`src/rtl/uart_ld_master.sv`:
```
// Host-side initiator for the UART memory-loader protocol: serialises one
// WRITE/READ/RUN/HALT command onto uart_tx and collects the responder's reply.
module uart_ld_master #(
    parameter int unsigned XLEN    = 32,
    parameter logic [31:0] TIMEOUT = 32'd1000000
) (
    input  logic            clk_i,
    input  logic            rst_n_i,
    // Every stream below transfers on a cycle where vld && rdy; a vld, once
    // raised, holds until its transfer and is never derived from the matching rdy.
    input  logic [1:0]      cmd_op_i,
    input  logic [XLEN-1:0] cmd_addr_i,
    input  logic [XLEN-1:0] cmd_len_i,
    input  logic            cmd_vld_i,
    output logic            cmd_rdy_o,
    input  logic [7:0]      wr_data_i,
    input  logic            wr_data_vld_i,
    output logic            wr_data_rdy_o,
    output logic [7:0]      rd_data_o,
    output logic            rd_data_vld_o,
    input  logic            rd_data_rdy_i,
    output logic [7:0]      uart_tx_data_o,
    output logic            uart_tx_data_vld_o,
    input  logic            uart_tx_data_rdy_i,
    input  logic [7:0]      uart_rx_data_i,
    input  logic            uart_rx_data_vld_i,
    output logic            uart_rx_data_rdy_o,
    output logic            done_o,
    output logic            err_o
);

    localparam logic [1:0] OP_WRITE = 2'b00;
    localparam logic [1:0] OP_READ  = 2'b01;
    localparam logic [1:0] OP_RUN   = 2'b10;

    localparam logic [7:0] BYTE_WRITE = 8'h57;
    localparam logic [7:0] BYTE_READ  = 8'h52;
    localparam logic [7:0] BYTE_RUN   = 8'h47;
    localparam logic [7:0] BYTE_HALT  = 8'h48;
    localparam logic [7:0] BYTE_ACK   = 8'h4B;

    localparam logic [XLEN-1:0] LEN_ONE  = XLEN'(1);
    localparam logic [XLEN-1:0] LEN_ZERO = '0;

    typedef enum logic [2:0] {
        S_IDLE,
        S_HDR,
        S_WDATA,
        S_RDATA,
        S_ACK,
        S_DONE,
        S_ERR
    } state_t;

    state_t          state_q;
    logic            live_q;
    logic [1:0]      op_q;
    logic [XLEN-1:0] addr_q;
    logic [XLEN-1:0] len_q;
    logic [XLEN-1:0] rem_q;
    logic [3:0]      idx_q;
    logic [31:0]     tmo_q;

    logic [7:0]      hdr_byte;
    logic [3:0]      hdr_last;
    logic            tx_xfer;
    logic            rx_xfer;
    logic            tmo_hit;
    logic [31:0]     tmo_inc;

    function automatic logic [7:0] op_byte(input logic [1:0] op);
        case (op)
            OP_WRITE: op_byte = BYTE_WRITE;
            OP_READ:  op_byte = BYTE_READ;
            OP_RUN:   op_byte = BYTE_RUN;
            default:  op_byte = BYTE_HALT;
        endcase
    endfunction

    // Header layout: opcode, then addr and len each least-significant byte first.
    always_comb begin
        hdr_byte = op_byte(op_q);
        case (idx_q)
            4'd1:    hdr_byte = addr_q[7:0];
            4'd2:    hdr_byte = addr_q[15:8];
            4'd3:    hdr_byte = addr_q[23:16];
            4'd4:    hdr_byte = addr_q[31:24];
            4'd5:    hdr_byte = len_q[7:0];
            4'd6:    hdr_byte = len_q[15:8];
            4'd7:    hdr_byte = len_q[23:16];
            4'd8:    hdr_byte = len_q[31:24];
            default: hdr_byte = op_byte(op_q);
        endcase
    end

    assign hdr_last = (op_q == OP_WRITE || op_q == OP_READ) ? 4'd8 : 4'd0;

    // Stream steering; live_q keeps the stray-byte drain low while in reset.
    always_comb begin
        uart_tx_data_o     = 8'h00;
        uart_tx_data_vld_o = 1'b0;
        wr_data_rdy_o      = 1'b0;
        rd_data_o          = 8'h00;
        rd_data_vld_o      = 1'b0;
        uart_rx_data_rdy_o = live_q;
        case (state_q)
            S_HDR: begin
                uart_tx_data_o     = hdr_byte;
                uart_tx_data_vld_o = 1'b1;
            end
            S_WDATA: begin
                uart_tx_data_o     = wr_data_i;
                uart_tx_data_vld_o = wr_data_vld_i;
                wr_data_rdy_o      = uart_tx_data_rdy_i;
            end
            S_RDATA: begin
                rd_data_o          = uart_rx_data_i;
                rd_data_vld_o      = uart_rx_data_vld_i;
                uart_rx_data_rdy_o = rd_data_rdy_i;
            end
            S_ACK: begin
                uart_rx_data_rdy_o = 1'b1;
            end
            default: begin
                uart_rx_data_rdy_o = live_q;
            end
        endcase
    end

    assign cmd_rdy_o = live_q && (state_q == S_IDLE);
    assign done_o    = (state_q == S_DONE);
    assign err_o     = (state_q == S_ERR);

    assign tx_xfer = uart_tx_data_vld_o && uart_tx_data_rdy_i;
    assign rx_xfer = uart_rx_data_vld_i && uart_rx_data_rdy_o;

    // Silence counter saturates; the limit is compared one step ahead so ERR
    // is entered on the edge where the count would reach TIMEOUT.
    assign tmo_inc = (tmo_q == 32'hFFFF_FFFF) ? tmo_q : tmo_q + 32'd1;
    assign tmo_hit = ({1'b0, tmo_q} + 33'd1) >= {1'b0, TIMEOUT};

    always_ff @(posedge clk_i or negedge rst_n_i) begin
        if (!rst_n_i) begin
            state_q <= S_IDLE;
            live_q  <= 1'b0;
            op_q    <= OP_WRITE;
            addr_q  <= '0;
            len_q   <= '0;
            rem_q   <= '0;
            idx_q   <= 4'd0;
            tmo_q   <= 32'd0;
        end else begin
            live_q <= 1'b1;
            case (state_q)
                S_IDLE: begin
                    if (cmd_vld_i && cmd_rdy_o) begin
                        op_q    <= cmd_op_i;
                        addr_q  <= cmd_addr_i;
                        len_q   <= cmd_len_i;
                        rem_q   <= cmd_len_i;
                        idx_q   <= 4'd0;
                        tmo_q   <= 32'd0;
                        state_q <= S_HDR;
                    end
                end
                S_HDR: begin
                    if (tx_xfer) begin
                        idx_q <= idx_q + 4'd1;
                        if (idx_q == hdr_last) begin
                            idx_q <= 4'd0;
                            tmo_q <= 32'd0;
                            case (op_q)
                                OP_WRITE: state_q <= (len_q == LEN_ZERO) ? S_ACK : S_WDATA;
                                OP_READ:  state_q <= (len_q == LEN_ZERO) ? S_DONE : S_RDATA;
                                default:  state_q <= S_ACK;
                            endcase
                        end
                    end
                end
                S_WDATA: begin
                    if (tx_xfer) begin
                        rem_q <= rem_q - LEN_ONE;
                        if (rem_q == LEN_ONE) begin
                            tmo_q   <= 32'd0;
                            state_q <= S_ACK;
                        end
                    end
                end
                S_RDATA: begin
                    if (rx_xfer) begin
                        rem_q <= rem_q - LEN_ONE;
                        tmo_q <= 32'd0;
                        if (rem_q == LEN_ONE) begin
                            state_q <= S_DONE;
                        end
                    end else if (!uart_rx_data_vld_i) begin
                        // A byte waiting on consumer back-pressure is not silence.
                        if (tmo_hit) begin
                            state_q <= S_ERR;
                        end else begin
                            tmo_q <= tmo_inc;
                        end
                    end
                end
                S_ACK: begin
                    if (uart_rx_data_vld_i) begin
                        state_q <= (uart_rx_data_i == BYTE_ACK) ? S_DONE : S_ERR;
                    end else if (tmo_hit) begin
                        state_q <= S_ERR;
                    end else begin
                        tmo_q <= tmo_inc;
                    end
                end
                S_DONE: state_q <= S_IDLE;
                S_ERR:  state_q <= S_IDLE;
                default: state_q <= S_IDLE;
            endcase
        end
    end

endmodule

```
`config.mk`:
```
export PLATFORM = sky130hd
export DESIGN_NAME = uart_ld_master
export DESIGN_NICKNAME = d
export VERILOG_FILES = /design/src/rtl/uart_ld_master.sv
export SDC_FILE = /design/constraint.sdc
export NUM_CORES = 1
export LEC_CHECK = 0
export CORE_MARGIN = 4
export CORE_UTILIZATION = 47
export DETAILED_ROUTE_END_ITERATION = 8
export HOLD_SLACK_MARGIN = 0.1
export PLACE_DENSITY = 0.67
export REMOVE_ABC_BUFFERS = 1
export SLEW_MARGIN = 20
export SYNTH_ARGS = -nofsm -noshare
export SYNTH_HDL_FRONTEND = slang
export SYNTH_SLANG_ARGS = --single-unit
export TNS_END_PERCENT = 20
```
`constraint.sdc`:
```
create_clock -name clk_i -period 4.1 [get_ports clk_i]
set_input_delay 1.23 -clock clk_i [delete_from_list [all_inputs] [get_ports clk_i]]
set_output_delay 1.23 -clock clk_i [all_outputs]
set_load 0.005 [all_outputs]
```
==> run metrics <==
clock latency at the later pin of the worst-skew pair=0.43 ns; final non-filler cell total=1294; mean area per synthesized cell=between 8 and 9 um2; internal power component=about 3.6 mW; clock slew at the register clock pins of the worst setup and hold paths=0.06 ns; Worst R2R Path Depth=7; Clock Tree Buf Depth=2; Yosys reg bits=approximately 140; Routed WL per cell=18.0 um; post-detailed-placement half-perimeter wirelength=~17 mm; wire length of the first global-routing pass=37.9 mm; count of placed standard cells including taps=about 1300; max capacitance violation total=0; boundary pin count=112; crit path max fanout=16; Net Switching=between 2 and 2.5 mW; # DRC=0; largest net degree at the start of global routing=64; fraction of final layout cells with drive strength greater than 1=roughly 8.0%; combined area of all synthesized cells=between 7000 and 8000 um2; sequential power share=approximately two fifths; Distinct cells, synth=75; Leakage=4.25 nW; part of the power in the clock network=about a quarter; switching fraction of total power=between 40% and 50%; RePlAce Congestion=around 0.87; multi-input logic area=around 4200 um2; met3 Usage GRT=between 4 and 5%; worst hold path cell count=2; skew final=around 0.01 ns; total chip power=between 6 and 7 mW; worst min path class=flop to flop; PwrDens=622 nW/um2; Global Route met2 Usage=39.3%; Seq. cell area=around 3500 um2; setup total negative slack=0 ns; number of antenna violations at the first check in global routing=1; Final #Nets=around 1200; Worst Path Class, Setup=flop to output pin; number of max-slew violations in the final report=0; vias in the first global route=7255; R2R Setup Slk=approximately 0.7 ns; maximum VDD drop=0.324 mV; arrival time worst endpoint=between 2 and 3 ns; Slew HR=44.7%; top library cells by usage in the layout, fill and taps aside=sky130_fd_sc_hd__nand2_1 (259), sky130_fd_sc_hd__dfrtp_1 (137), sky130_fd_sc_hd__clkdlybuf4s50_1 (110); number of I/O port buffers=approximately 110; met1 Usage GRT=35.2%; peak clock frequency supported by timing=about 0.25 GHz; run status=finished, final reports clean; H-tree Lvls=4; gr usage total=roughly a quarter; number of search-and-repair iterations in the first detailed-routing pass=6; TritonCTS clock tree=done; worst slew pin tran=between 0.8 and 0.9 ns; start point of the critical path=idx_q[0]; launching element type of the critical path=flop; num rows=47; Final setup viols=0; Sinks on Clock Net=roughly 140; number of DRC markers in iteration 0=568; n_diodes=0; number of hold violations in the final report=0; Post-Route WL=between 20 and 25 mm; minimum clock period=slightly above 4 ns; ratio of routed vias to standard cells=about 5.9; Placement Cell Area=just over 9000 um2; Hold Crit Start=addr_q[28]; Syn Inst Count=969; width of the die=138 um; die boundary height=about 140 um; data required time at the worst endpoint=~2.9 ns; Post-CTS Hold Buffers=0; portion of total power attributed to combinational logic=38.3%; master cell of the clock root buffer=sky130_fd_sc_hd__clkbuf_16; clock buffers created by TritonCTS=17; worst r2r dst=tmo_q[18]; layer with the highest usage=met2; initial cell density of the core=47.8%; unrepaired setup endpoints after global routing=true; total number of vias=7630; Primary FF master, synth=sky130_fd_sc_hd__dfrtp_1; Yosys Warn Count=0; count of flip-flops with a built-in enable after synthesis=0; final instance area=about 10000 um2; area enclosed by the die boundary=19000 um2; Detail Route Antenna Nets=0; launching point of the worst reg2reg path=tmo_q[7]; sequential area share after synthesis=a little over two fifths; final global-route overflow total=0; Filler Cell Count=approximately 1500; area growth from synthesis to layout=24.4%; period utilisation layout=98.2%; most common cell after layout, fill and taps aside=sky130_fd_sc_hd__nand2_1; sort of element at the end of the critical path=output pin; proportion of register bits with asynchronous set or reset after synthesis=100%; Worst Hold Endpoint=addr_q[28]; CORE AREA=16600 um2
[how the worst max path moves through the flow]
stage,end,slack (ns),depth (start not counted)
5_1_grt,uart_tx_data_o[2],-0.08,8
2_1_floorplan,rem_q[28],-0.80,7
4_1_cts,uart_tx_data_o[1],0.004,7
3_3_place_gp,uart_tx_data_vld_o,0.37,4
6_report,uart_tx_data_o[2],0.07,8
3_5_place_dp,uart_tx_data_vld_o,0.35,4
[power by group through the flow]
stage                     Sequential [mW]  Combinational, mW  Clock, mW
final                                2.34               2.35       1.45
after global routing                 2.41               2.64       1.53
after CTS                            2.33               2.34       1.47
after floorplan                      2.19               1.44          0
after detailed placement             2.34               2.32          0
after global placement               2.33               2.28          0
[flip-flops by register name, summed over array words and instances, names as in the netlist]
| signal | flops |
|---|---|
| state_q | 3 |
| len_q | 32 |
| tmo_q | 32 |
| addr_q | 32 |
| idx_q | 4 |
| rem_q | 32 |
| live_q | 1 |
| op_q | 2 |
[timing repair]
action | in CTS | in global routing
gates resized for setup | 3 | 2
setup endpoints to repair | 4 | 8
pin swaps | 0 | 2
buffers inserted | 0 | 1
[Yosys cell counts, types with 4 or more instances]
library cell | instances | area, um2
sky130_fd_sc_hd__dfrtp_1 | 138 | 3450
sky130_fd_sc_hd__o211ai_1 | 17 | 128
sky130_fd_sc_hd__xor2_1 | 4 | 35.0
sky130_fd_sc_hd__o22ai_1 | 10 | 62.6
sky130_fd_sc_hd__nand2b_1 | 6 | 37.5
sky130_fd_sc_hd__nand2_1 | 260 | 976
sky130_fd_sc_hd__a221oi_1 | 6 | 52.6
sky130_fd_sc_hd__a22o_1 | 5 | 43.8
sky130_fd_sc_hd__inv_1 | 12 | 45.0
sky130_fd_sc_hd__and2_1 | 15 | 93.8
sky130_fd_sc_hd__buf_1 | 4 | 15.0
sky130_fd_sc_hd__a21boi_0 | 5 | 37.5
sky130_fd_sc_hd__or4_1 | 5 | 37.5
sky130_fd_sc_hd__nand4_1 | 20 | 125
sky130_fd_sc_hd__ha_1 | 8 | 100
sky130_fd_sc_hd__nor2b_1 | 6 | 37.5
sky130_fd_sc_hd__nor3_1 | 18 | 90.1
sky130_fd_sc_hd__nand3_1 | 25 | 125
sky130_fd_sc_hd__o31ai_1 | 17 | 128
sky130_fd_sc_hd__or2_2 | 5 | 31.3
sky130_fd_sc_hd__nor2_1 | 54 | 203
sky130_fd_sc_hd__o21ai_0 | 58 | 290
sky130_fd_sc_hd__nor4_1 | 26 | 163
sky130_fd_sc_hd__a21oi_1 | 49 | 245
sky130_fd_sc_hd__clkbuf_1 | 58 | 218
sky130_fd_sc_hd__a211o_1 | 4 | 35.0
sky130_fd_sc_hd__a222oi_1 | 4 | 40.0
sky130_fd_sc_hd__a211oi_1 | 4 | 30.0
sky130_fd_sc_hd__nor4b_1 | 5 | 43.8
sky130_fd_sc_hd__and3_1 | 21 | 131
sky130_fd_sc_hd__xnor2_1 | 4 | 35.0
sky130_fd_sc_hd__or3_1 | 7 | 43.8
sky130_fd_sc_hd__a31oi_1 | 11 | 68.8
sky130_fd_sc_hd__mux2_2 | 5 | 56.3
sky130_fd_sc_hd__a22oi_1 | 7 | 52.6
[per-layer routing]
layer	vias to the layer above	routed length (um)	part of all wire, %
li1	3693	-	-
met1	3617	10400	45
met2	270	10700	46
met3	48	1490	6.4
met4	2	653	2.8
met5	-	7	0.030
[cell type report]
type	count	area share (%)
clock buffers	19	4.49
clock inverters	13	1.12
flip-flops and latches	138	35.0
inverters	12	0.457
well taps	220	2.79
repair buffers	140	13.7
multi-input cells	752	42.4
[logic make-up (layout without fill, tap and decap cells)]
family,after synthesis,count (layout),share of synthesized area (%)
flops,138,138,43.5
other cells,1,1,0.0473
mux,8,8,1.09
fa+ha+maj,8,8,1.26
buf+inv,79,184,4.01
simple gates,490,490,29.1
xor+xnor,8,8,0.883
compound gates,237,237,20.1
[through the flow]
step           setup slack (ns)  utilization [%]  hold slack [ns]
2_1_floorplan            -0.799                -            0.441
3_3_place_gp              0.368             56.0            0.454
4_1_cts                 0.00425             59.4            0.483
6_report                 0.0719             59.5            0.484
5_1_grt                 -0.0776             59.5            0.491
3_5_place_dp              0.354             56.0            0.464
[worst max-delay path, cell delays in order, from the launching register on]
cell and delay [ns]:
sky130_fd_sc_hd__dfrtp_1 0.43, sky130_fd_sc_hd__ha_1 0.24, sky130_fd_sc_hd__buf_4 0.20, sky130_fd_sc_hd__a22o_1 0.22, sky130_fd_sc_hd__a2111oi_0 0.49, sky130_fd_sc_hd__a21oi_1 0.08
sky130_fd_sc_hd__a21oi_1 0.18, sky130_fd_sc_hd__o21ai_0 0.09, sky130_fd_sc_hd__clkdlybuf4s50_1 0.45
Note: power is estimated with default switching activity, not from simulation.
